<file path="config.mk">
export PLATFORM = sky130hd
export DESIGN_NAME = tone_sequencer
export DESIGN_NICKNAME = d
export VERILOG_FILES = /design/src/rtl/tone_sequencer.sv
export SDC_FILE = /design/constraint.sdc
export NUM_CORES = 1
export LEC_CHECK = 0
export ABC_AREA = 1
export CORE_MARGIN = 4
export CORE_UTILIZATION = 52
export CTS_CLUSTER_DIAMETER = 100
export DETAILED_ROUTE_END_ITERATION = 12
export PLACE_DENSITY_LB_ADDON = 0.15
export SLEW_MARGIN = 30
export SYNTH_ARGS = -nofsm -noshare
export SYNTH_HDL_FRONTEND = slang
export SYNTH_SLANG_ARGS = --single-unit
</file>
<file path="constraint.sdc">
create_clock -name clock -period 5.85 [get_ports clock]
set_input_delay 1.17 -clock clock [delete_from_list [all_inputs] [get_ports clock]]
set_output_delay 1.17 -clock clock [all_outputs]
set_load 0.005 [all_outputs]
</file>
<file path="src/rtl/tone_sequencer.sv">
// tone_sequencer: multi-song square-wave tone player stepping through an external note table.
// Define TONE_SEQ_GAP_EN to insert a silent articulation gap of GAP_TICKS cycles between notes.
module tone_sequencer #(
  parameter int CLK_FREQ = 100_000_000,
  parameter int NUM_SONGS = 4,
  parameter int MAX_NOTES = 32,
  parameter int PERIOD_W = 20,
  parameter int DUR_W = 5,
  parameter int GAP_TICKS = CLK_FREQ / 50,
  localparam int SONG_W = NUM_SONGS > 1 ? $clog2(NUM_SONGS) : 1,
  localparam int IDX_W = MAX_NOTES > 1 ? $clog2(MAX_NOTES) : 1
) (
  input  logic                clock,
  input  logic                reset,
  input  logic                start,
  input  logic                stop,
  input  logic                loop_en,
  input  logic [SONG_W-1:0]   song_sel,
  output logic [SONG_W-1:0]   rom_song,
  output logic [IDX_W-1:0]    rom_idx,
  input  logic [PERIOD_W-1:0] rom_period,
  input  logic [DUR_W-1:0]    rom_dur,
  input  logic                rom_last,
  output logic                audio_out,
  output logic                aud_sd,
  output logic                busy,
  output logic                done
);
  localparam int TICK_DIV = CLK_FREQ / 8;
  localparam int DW = DUR_W + $clog2(TICK_DIV) + 1;
`ifdef TONE_SEQ_GAP_EN
  localparam int GW = $clog2(GAP_TICKS + 1);
  typedef enum logic [1:0] {IDLE, LOAD, PLAY, GAP} state_t;
  logic [GW-1:0] gap_cnt;
`else
  typedef enum logic [1:0] {IDLE, LOAD, PLAY} state_t;
`endif
  state_t state;
  logic [PERIOD_W-1:0] period_q, tone_cnt;
  logic [DW-1:0] dur_cnt, dur_ld;
  logic last_q, last_end;
  assign dur_ld = DW'(rom_dur == '0 ? DUR_W'(1) : rom_dur) * DW'(TICK_DIV);
  assign last_end = last_q | (rom_idx == IDX_W'(MAX_NOTES - 1));
  assign busy = state != IDLE;
  assign aud_sd = busy;
  always_ff @(posedge clock or posedge reset) begin
    if (reset) begin
      state <= IDLE;
      rom_song <= '0;
      rom_idx <= '0;
      period_q <= '0;
      tone_cnt <= '0;
      dur_cnt <= '0;
      last_q <= 1'b0;
      audio_out <= 1'b0;
      done <= 1'b0;
`ifdef TONE_SEQ_GAP_EN
      gap_cnt <= '0;
`endif
    end else begin
      done <= 1'b0;
      if (stop) begin
        state <= IDLE;
        audio_out <= 1'b0;
      end else begin
        case (state)
          IDLE: if (start) begin
            rom_song <= song_sel;
            rom_idx <= '0;
            state <= LOAD;
          end
          LOAD: begin
            period_q <= rom_period;
            last_q <= rom_last;
            dur_cnt <= dur_ld;
            tone_cnt <= '0;
            audio_out <= 1'b0;
            state <= PLAY;
          end
          PLAY: if (dur_cnt == DW'(1)) begin
            audio_out <= 1'b0;
            if (last_end && !loop_en) begin
              done <= 1'b1;
              state <= IDLE;
            end else begin
              rom_idx <= last_end ? '0 : rom_idx + IDX_W'(1);
`ifdef TONE_SEQ_GAP_EN
              gap_cnt <= GW'(GAP_TICKS);
              state <= GAP;
`else
              state <= LOAD;
`endif
            end
          end else begin
            dur_cnt <= dur_cnt - DW'(1);
            // period 0 is a rest: counter frozen, output stays low
            if (period_q != '0) begin
              tone_cnt <= tone_cnt == period_q ? '0 : tone_cnt + PERIOD_W'(1);
              audio_out <= tone_cnt == period_q ? ~audio_out : audio_out;
            end
          end
`ifdef TONE_SEQ_GAP_EN
          GAP: begin
            gap_cnt <= gap_cnt - GW'(1);
            state <= gap_cnt == GW'(1) ? LOAD : GAP;
          end
`endif
          default: state <= IDLE;
        endcase
      end
    end
  end
endmodule

</file>
==> results.md, run 1 <==
* Number of hold buffers added after CTS at 0
* Multi-input combinational cell area at 0.00428 mm2
* Hold Crit Class: reg -> reg
* 1st-iter DRT viols at 438
* Yosys top cell by area: dfrtp_1
* FILL cells at 1367
* Core Rows at 42
* Power Total at about 3.0 mW
* Worst setup SP type: primary input
* Post-synth ARST share at 1.00
* Routability cong. at 0.915
* Initial Utilization at 0.533
* Layout cell share with drive strength beyond 1 at 0.0531
* DIE WIDTH at 125 um
* Layout Nets at 1226
* Final Max Tran Viols at 0
* Crit path max fanout at 5
* Slowest CP cell: clkdlybuf4s50_1
* Crit path largest cell delay at approximately 0.55 ns
* Sum Neg Setup Slack at 0 ns
* Final setup viols at 0
* EDFF count, synth at 0
* Area growth syn-to-layout at 11.5%
* Share of the synthesized area in the top cell type at 0.288
* #FFs+latches synth at 82
* Clock Skew at 0.00733 ns
* Top FF cell, synth: dfrtp_1
* Postcts setup bufs at 0
* Vias in the first global route at 6523
* Detailed placement HPWL at 14100 um
* # H-tree levels at 3
* VDD IR-drop max at 0.235 mV
* Clock transition at path regs at 0.06 ns
* Placed Area at 0.00766 mm2
* Tightest Pin Transition at roughly 0.76 ns
* Fin. Hold Viols at 0
* # resized after CTS at 0
* Required @ worst endpoint at a little over 6 ns
* Vias per cell at between 5 and 6
* Drt drc at 0
* Critical path type: in -> reg
* Leak pwr at 4.14 nW
* Overall die height at roughly 130 um
* CP Capture Type: flop
* Max Freq at roughly 0.2 GHz
* Core ar. at roughly 0.013 mm2
* CTS tree: built
* CTS max path bufs at 2
* Initial DRT Pass Iterations at 5
* Total CTS buffers at 9
* Root buffer cell: clkbuf_16
* Initial antenna violation count at 0
* Largest net degree at the start of global routing at between 80 and 90
* Arr. time, crit path at 5.22 ns
* Cell mode on critical path: nand2_1
* RSZ-0062 raised after global routing: false
* Die area at 0.0156 mm2
* Post-layout min period at 4.99 ns
* # port buffers at 43
* Register Area at 0.00205 mm2
* R2r setup slk at approximately 3.5 ns
* Crit share post-route at 0.852
* Avg Inst Size Synth at 6.39 um2
* Design area at between 0.007 and 0.008 mm2
* Pwr dens at 380 mW/mm2
* Run status: complete, no violations
* Clock sink total at approximately 80
* Inserted Diodes at 0
* Grt total ovfl at 0
* Final ANT Viol Nets at 0
* Max Cap Viol at 0
* Cells after Synth at about 1100
* Netlist cell types at 36
* Clk_lat worst skew at 0.35 ns
* Post-Synthesis Cell Area at 0.00712 mm2
* First-pass GRT wire length at 30800 um
* Sequential fraction of the synthesis area at 0.288
* IO Pins at between 40 and 50
* Mapped Nets at 1196
* Mean routed wirelength per cell at roughly 14 um
* Tot GR Track Use at 0.238
* Total routed wirelength at 18200 um
* Synth warnings at 0
* Slew HR at 0.491
* Vias at just under 7000
* Synth area leaders: dfrtp_1 29%, nand2_1 19%, inv_1 8.3%, nor2_1 7.2%, nand3_1 7.0%
[synthesized netlist by cell type (2+ instances only)]
library cell and number:
fa_1 14, nand4_1 11, nand2_1 367, buf_4 3, mux2_2 2, or2_2 6
buf_6 2, nand3b_1 6, clkbuf_1 8, nor3_1 15, nor2_4 2, nor2_1 136
inv_2 14, ha_1 35, buf_2 13, xor2_1 24, dfrtp_1 82, o21ai_0 41
nand2_4 2, inv_1 157, nand3_1 99, xnor2_1 15, a21oi_1 15, nand2_2 3
nor2_2 8, o21ai_1 24
[routing by layer]
layer,share of wire,vias to the layer above,track usage
li1,-,3506,-
met1,0.46,3116,0.299
met2,0.49,129,0.415
met4,0.024,0,0.0746
met3,0.034,32,0.0465
met5,0,-,0
[power breakdown]
part	total, mW	switching, mW	internal [mW]
logic	1.54	0.989	0.548
registers	0.945	0.199	0.746
clock network	0.530	0.233	0.297
total	3.01	1.42	1.59
[flip-flops by register name (all words and copies together) (netlist names)]
name       count
audio_out      1
done           1
dur_cnt       30
last_q         1
period_q      20
rom_idx        5
rom_song       2
state          2
tone_cnt      20
[layout make-up]
cell class              count  share of cell area
repair buffers             47              0.0585
flip-flops and latches     82               0.259
well taps                 176              0.0277
multi-input cells         832               0.539
clock inverters             4             0.00363
clock buffers              11              0.0306
inverters                 172              0.0817
[worst paths after layout]
check	startpoint	endpoint	cells after the start
setup / recovery	rom_dur[3]	dur_cnt[27]	25
setup reg to reg	state[0]	dur_cnt[14]	7
hold / removal	last_q	last_q	2
hold reg to reg	last_q	last_q	2
min in group asynchronous	reset	rom_idx[1]	3
max in group asynchronous	reset	dur_cnt[24]	3
[worst max-delay path: cells and delay by family]
kind / cells / cell delay (ns)
and+or+nand+nor: 14 / 1.31
buffers and inverters: 6 / 1.03
adders and majority gates: 5 / 1.71
[cell families (layout without fill, tap and decap cells)]
kind of cell	after synthesis	in the layout	synth area share
buffers and inverters	200	234	0.112
adder cells (fa/ha/maj)	49	49	0.101
AND/OR/NAND/NOR	661	661	0.391
AO/OA/AOI/OAI	81	81	0.0573
flip-flops	82	82	0.288
XOR/XNOR	39	39	0.0480
multiplexers	2	2	0.00316
[through the flow]
step | util | cells | setup WS, ns | hold WS [ns]
final | 0.595 | 1324 | 0.865 | 0.478
after global placement | 0.574 | 1309 | 0.604 | 0.464
after global routing | 0.595 | 1324 | 0.422 | 0.523
after detailed placement | 0.574 | 1309 | 0.520 | 0.468
after CTS | 0.595 | 1324 | 0.866 | 0.487
after floorplan | - | 1114 | 1.38 | 0.443
[cells in the final DEF, fill, tap and decap left out, types with 24 or more instances in the layout]
cell type	n
ha_1	35
nand3_1	99
o21ai_0	41
nand2_1	367
inv_1	156
clkdlybuf4s50_1	43
nor2_1	135
dfrtp_1	82
o21ai_1	24
xor2_1	24
No activity file was read; power rests on OpenSTA's default activity.
==> run 2, diff against run 1 <==
--- a/config.mk
+++ b/config.mk
@@ -8,6 +8,7 @@
 export ABC_AREA = 1
 export CORE_MARGIN = 4
 export CORE_UTILIZATION = 52
+export CTS_BUF_LIST = sky130_fd_sc_hd__clkbuf_8
 export CTS_CLUSTER_DIAMETER = 100
 export DETAILED_ROUTE_END_ITERATION = 12
 export PLACE_DENSITY_LB_ADDON = 0.15
==> run 2 against run 1 <==
Die area unchanged. Register-to-register slack gained 0.02 ns. Sequential power is essentially flat. Clock skew grew 0.0037 ns. Count of clock-buffer cells in the layout down 1.
==> results.md, run 2 (synthesis results as in run 1) <==
* Run status: complete, no violations
* Root buffer cell: clkbuf_8
* Placed Area at 0.00766 mm2
* Final Non-Filler Cells at about 1300
* Initial Utilization at 0.533
* Drt drc at 0
* Vias at 6743
* Initial antenna violation count at 0
* Pwr dens at ~360 mW/mm2
* Clk_lat worst skew at 0.38 ns
* Vias in the first global route at 6540
* Fin. Hold Viols at 0
* CP Capture Type: flop
* Clock sink total at a little over 80
* Tightest Pin Transition at 0.764 ns
* Crit path max fanout at 5
* 1st-iter DRT viols at roughly 440
* CTS max path bufs at 2
* DIE WIDTH at 125 um
* Largest net degree at the start of global routing at 83
* IO Pins at 44
* Comb power frac at 0.538
* Max FFs per register at 30
* Total CTS buffers at 9
* Die area at 0.0156 mm2
* Post-layout min period at around 5.0 ns
* Final setup viols at 0
* Required @ worst endpoint at 6.12 ns
* Tot GR Track Use at 0.237
* Postcts setup bufs at 0
* First-pass GRT wire length at a little over 30000 um
* Sw power at 1.40 mW
* Leak pwr at 4.10 nW
* Internal power at around 1.5 mW
* Grt total ovfl at 0
* Slew HR at 0.490
* # port buffers at 43
* Max Cap Viol at 0
* Vias per cell at 5.09
* Core Rows at 42
* Sequential power share at 0.331
* Worst setup SP type: primary input
* Crit share post-route at 0.847
* VDD IR-drop max at 0.217 mV
* Inserted Diodes at 0
* Most frequent cells in the layout: 367 x nand2_1, 157 x inv_1, 135 x nor2_1
* Clock Skew at 0.0110 ns
* # resized after CTS at 0
* Layout Nets at 1226
* Most common cell after layout, fill and taps aside: nand2_1
* Biggest register: dur_cnt
* Clock power frac at 0.131
* Placed insts at 1309
* Mean routed wirelength per cell at 13.7 um
* Final ANT Viol Nets at 0
* Design area at 0.00784 mm2
* Hold Crit Class: reg -> reg
* Layout cell share with drive strength beyond 1 at 0.0531
* # H-tree levels at 3
* RSZ-0062 raised after global routing: false
* Clock transition at path regs at 0.08 ns
* Initial DRT Pass Iterations at 5
* Routability cong. at 0.915
* Max Freq at 0.202 GHz
* Number of hold buffers added after CTS at 0
* Area growth syn-to-layout at 10.0%
* Core ar. at 0.0133 mm2
* Critical path type: in -> reg
* Total routed wirelength at 18100 um
* Detailed placement HPWL at 14100 um
* Sum Neg Setup Slack at 0 ns
* Arr. time, crit path at 5.23 ns
* Switching Fraction at 0.490
* Final Max Tran Viols at 0
* Power Total at roughly 2.9 mW
* Overall die height at 125 um
* CTS tree: built
* Top Registers: dur_cnt: 30 flops, period_q: 20 flops, tone_cnt: 20 flops
## run 2: cell count changes in the layout (fill, tap and decap cells not counted), sizes merged
cell	before	now
clkbuf	11	10
inv	170	171
## run 2: power groups by stage
| stage | combinational [mW] | clock (mW) | sequential (mW) |
|---|---|---|---|
| 5_1_grt | 1.78 | 0.413 | 0.968 |
| 4_1_cts | 1.54 | 0.387 | 0.939 |
| 3_5_place_dp | 1.53 | 0 | 0.945 |
| 6_report | 1.53 | 0.375 | 0.943 |
| 2_1_floorplan | 1.19 | 0 | 0.890 |
| 3_3_place_gp | 1.51 | 0 | 0.949 |
## run 2: cell type report
type / count / area (um2)
Fill cell: 1387 / 5510
Sequential cell: 82 / 2050
Multi-Input combinational cell: 832 / 4280
Inverter: 172 / 648
Timing Repair Buffer: 47 / 464
Tap cell: 176 / 220
Clock inverter: 5 / 32.5
Clock buffer: 10 / 138
## run 2: worst max-delay path, stage by stage
cell             delay (ns)
clkdlybuf4s50_1        0.55
inv_1                  0.10
ha_1                   0.18
nand3_1                0.07
inv_1                  0.07
nor2_1                 0.27
nand2_1                0.08
nand2_1                0.11
ha_1                   0.25
inv_1                  0.11
fa_1                   0.42
inv_1                  0.11
fa_1                   0.46
ha_1                   0.39
nand2_1                0.12
inv_1                  0.09
nand2_1                0.06
nor3_1                 0.13
nand2_1                0.09
nand2_1                0.06
nand2_1                0.05
nand3_1                0.09
nand2_1                0.06
nand2_1                0.06
nand2_1                0.06
## run 2: final timing paths
| kind | start | end | slack, ns | cells after the start |
|---|---|---|---|---|
| worst min-delay path | last_q | last_q | 0.48 | 2 |
| worst max-delay path | rom_dur[3] | dur_cnt[27] | 0.89 | 25 |
| worst max register to register | state[0] | dur_cnt[14] | 3.52 | 7 |
| worst min register to register | last_q | last_q | 0.48 | 2 |
| max in group asynchronous | reset | dur_cnt[24] | 4.01 | 3 |
| min in group asynchronous | reset | state[0] | 1.30 | 3 |
## run 2: per-layer routing
metal,track usage,vias to the layer above,wire length [um]
met2,0.411,127,8700
met5,0,-,0
li1,-,3504,-
met4,0.0810,0,468
met1,0.296,3077,8260
met3,0.0452,35,655
## run 2: per-stage QoR
stage	hold WS [ns]	setup WS, ns	utilization
after floorplan	0.443	1.38	-
after global placement	0.464	0.604	0.574
after detailed placement	0.468	0.520	0.574
after CTS	0.492	0.906	0.587
after global routing	0.529	0.457	0.587
final	0.483	0.893	0.587
==> run 3, diff against run 2 <==
==> constraint.sdc (replaced) <==
create_clock -name clock -period 4 [get_ports clock]
set_input_delay 0.8 -clock clock [delete_from_list [all_inputs] [get_ports clock]]
set_output_delay 0.8 -clock clock [all_outputs]
set_load 0.005 [all_outputs]
==> run 3 against run 2 <==
Wire length increased by 4.4%. Non-clock buffer count increased by 46. First-iteration DRC count fell by 4.6%. Critical endpoint unchanged. Highest routed layer unchanged.
==> results.md, run 3 (synthesis results as in run 1) <==
* Run status: complete, no violations
* Placed insts at between 1000 and 1500
* Register-to-Register Path Depth at 9
* Leak pwr at 4.37 nW
* Final setup viols at 0
* RSZ-0062 raised after global routing: true
* Critical path type: in -> reg
* Busiest grt layer: met2
* Final ANT Viol Nets at 0
* # port buffers at 43
* # H-tree levels at 3
* Final Max Tran Viols at 0
* Power Total at 4.46 mW
* Clock transition at path regs at 0.09 ns
* Tot GR Track Use at 0.245
* Clock sink total at 82
* Inserted Diodes at 0
* Required @ worst endpoint at 4.27 ns
* Tightest Pin Transition at between 0.6 and 0.7 ns
* Initial antenna violation count at 0
* GRT met1 Usage at 0.307
* Root buffer cell: clkbuf_8
* Multi-input combinational cell area at between 0.004 and 0.005 mm2
* Max FFs per register at 30
* Final Non-Filler Cells at approximately 1400
* FILL cells at 1287
* Hold Crit Start: last_q
* Worst setup SP type: primary input
* Reg2reg end: dur_cnt[20]
* Worst r2r src: state[1]
* VDD IR-drop max at 0.290 mV
* Layout cell share with drive strength beyond 1 at 0.129
* Pwr dens at 530 mW/mm2
* Detailed placement HPWL at 14400 um
* Met2 Use GR at 0.433
* IO Pins at 44
* Arr. time, crit path at slightly above 4 ns
* Largest net degree at the start of global routing at 42
* Overall die height at 125 um
* Crit share post-route at 0.942
* Die area at 0.0156 mm2
* 1st-iter DRT viols at 418
* Layout Nets at 1272
* Most common cell after layout, fill and taps aside: nand2_1
* Vias per cell at between 5 and 6
* Total CTS buffers at 9
* Fin. Hold Viols at 0
* Slowest CP cell: fa_2
* Post-layout min period at 3.77 ns
* Core ar. at 0.0133 mm2
* Hold EP: last_q
* Grt total ovfl at 0
* Most frequent cells in the layout: 356 x nand2_1, 148 x inv_1, 130 x nor2_1
* Routability cong. at 0.930
* Crit path largest cell delay at 0.56 ns
* CP top delay family: adder cells
* Hold depth at 2
* Vias at 6891
* Sum Neg Setup Slack at 0 ns
* Clk_lat worst skew at approximately 0.38 ns
* Initial Utilization at 0.533
* Total routed wirelength at 18900 um
* CTS tree: built
* CP Buf/Inv Count at 7
* Hold Crit Class: reg -> reg
* CP Capture Type: flop
* Core Rows at 42
* Max Freq at 0.266 GHz
* Cell mode on critical path: nand2_1
* Drt drc at 0
* Biggest register: dur_cnt
* Mean routed wirelength per cell at 13.8 um
* Max Cap Viol at 0
* Met3 GRT Util at 0.0397
* R2r setup slk at 1.67 ns
* Slew HR at 0.572
* CTS max path bufs at 2
* Number of hold buffers added after CTS at 0
* Vias in the first global route at 6738
* Area growth syn-to-layout at 18.2%
* Crit path max fanout at 4
* Top Registers: dur_cnt: 30 flops, period_q: 20 flops, tone_cnt: 20 flops
* DIE WIDTH at 125 um
* Clock Skew at 0.0114 ns
* Register Area at 0.00205 mm2
* Initial DRT Pass Iterations at 5
* First-pass GRT wire length at 31800 um
## run 3: cell types whose count changed in the layout (fill, tap and decap cells not counted), sizes merged
cell	before	now
clkinv	4	5
inv	171	172
buf	4	50
dlymetal6s2s	0	5
clkbuf	10	9
clkdlybuf4s50	43	38
## run 3: worst max-delay path by stage
stage	slack, ns	cells past startpoint	startpoint	end
floorplan	0.05	23	rom_dur[2]	dur_cnt[27]
global placement	-0.46	25	rom_dur[2]	dur_cnt[27]
finish	0.23	26	rom_dur[2]	dur_cnt[27]
detailed placement	-0.53	24	rom_dur[2]	dur_cnt[27]
CTS	0.0007	25	rom_dur[2]	dur_cnt[28]
global route	-0.04	26	rom_dur[2]	dur_cnt[28]
## run 3: where the power goes
part	switching (mW)	total [mW]	leakage (nW)	internal, mW
logic	1.54	2.53	3.22	0.993
registers	0.291	1.38	1.06	1.09
clock network	0.327	0.551	0.0868	0.224
total	2.16	4.46	4.37	2.31
## run 3: routing by layer
| metal | wire [um] | vias to the layer above |
|---|---|---|
| met2 | 9350 | 119 |
| met5 | 0 | - |
| met1 | 8450 | 3146 |
| met4 | 462 | 0 |
| li1 | - | 3593 |
| met3 | 616 | 33 |
## run 3: what timing repair did
item | 4_1_cts | 5_1_grt
pin swaps | 5 | 18
endpoints found under the setup margin | 13 | 14
buffers inserted | 2 | 2
gates resized for setup | 25 | 27
## run 3: tightest hold or removal path, stage by stage, from the launching register on
cell and delay (ns):
dfrtp_1 0.36, nand2_1 0.06, nand2_1 0.05
## run 3: final cells by class
| cell class | instances | area share |
|---|---|---|
| clock buffer | 9 | 0.0147 |
| clock inverter | 7 | 0.00550 |
| tap | 176 | 0.0262 |
| multi-input combinational | 832 | 0.536 |
| sequential | 82 | 0.244 |
| inverter | 172 | 0.0770 |
| timing repair buffer | 93 | 0.0972 |
## run 3: per-stage QoR
step           instance area [um2]   util  hold slack [ns]  setup slack (ns)
2_1_floorplan                 7140      -            0.443            0.0505
3_3_place_gp                  8000  0.599            0.467            -0.455
3_5_place_dp                  8000  0.599            0.469            -0.530
4_1_cts                       8310  0.622            0.495          0.000663
5_1_grt                       8420  0.631            0.534           -0.0404
6_report                      8420  0.631            0.494             0.234
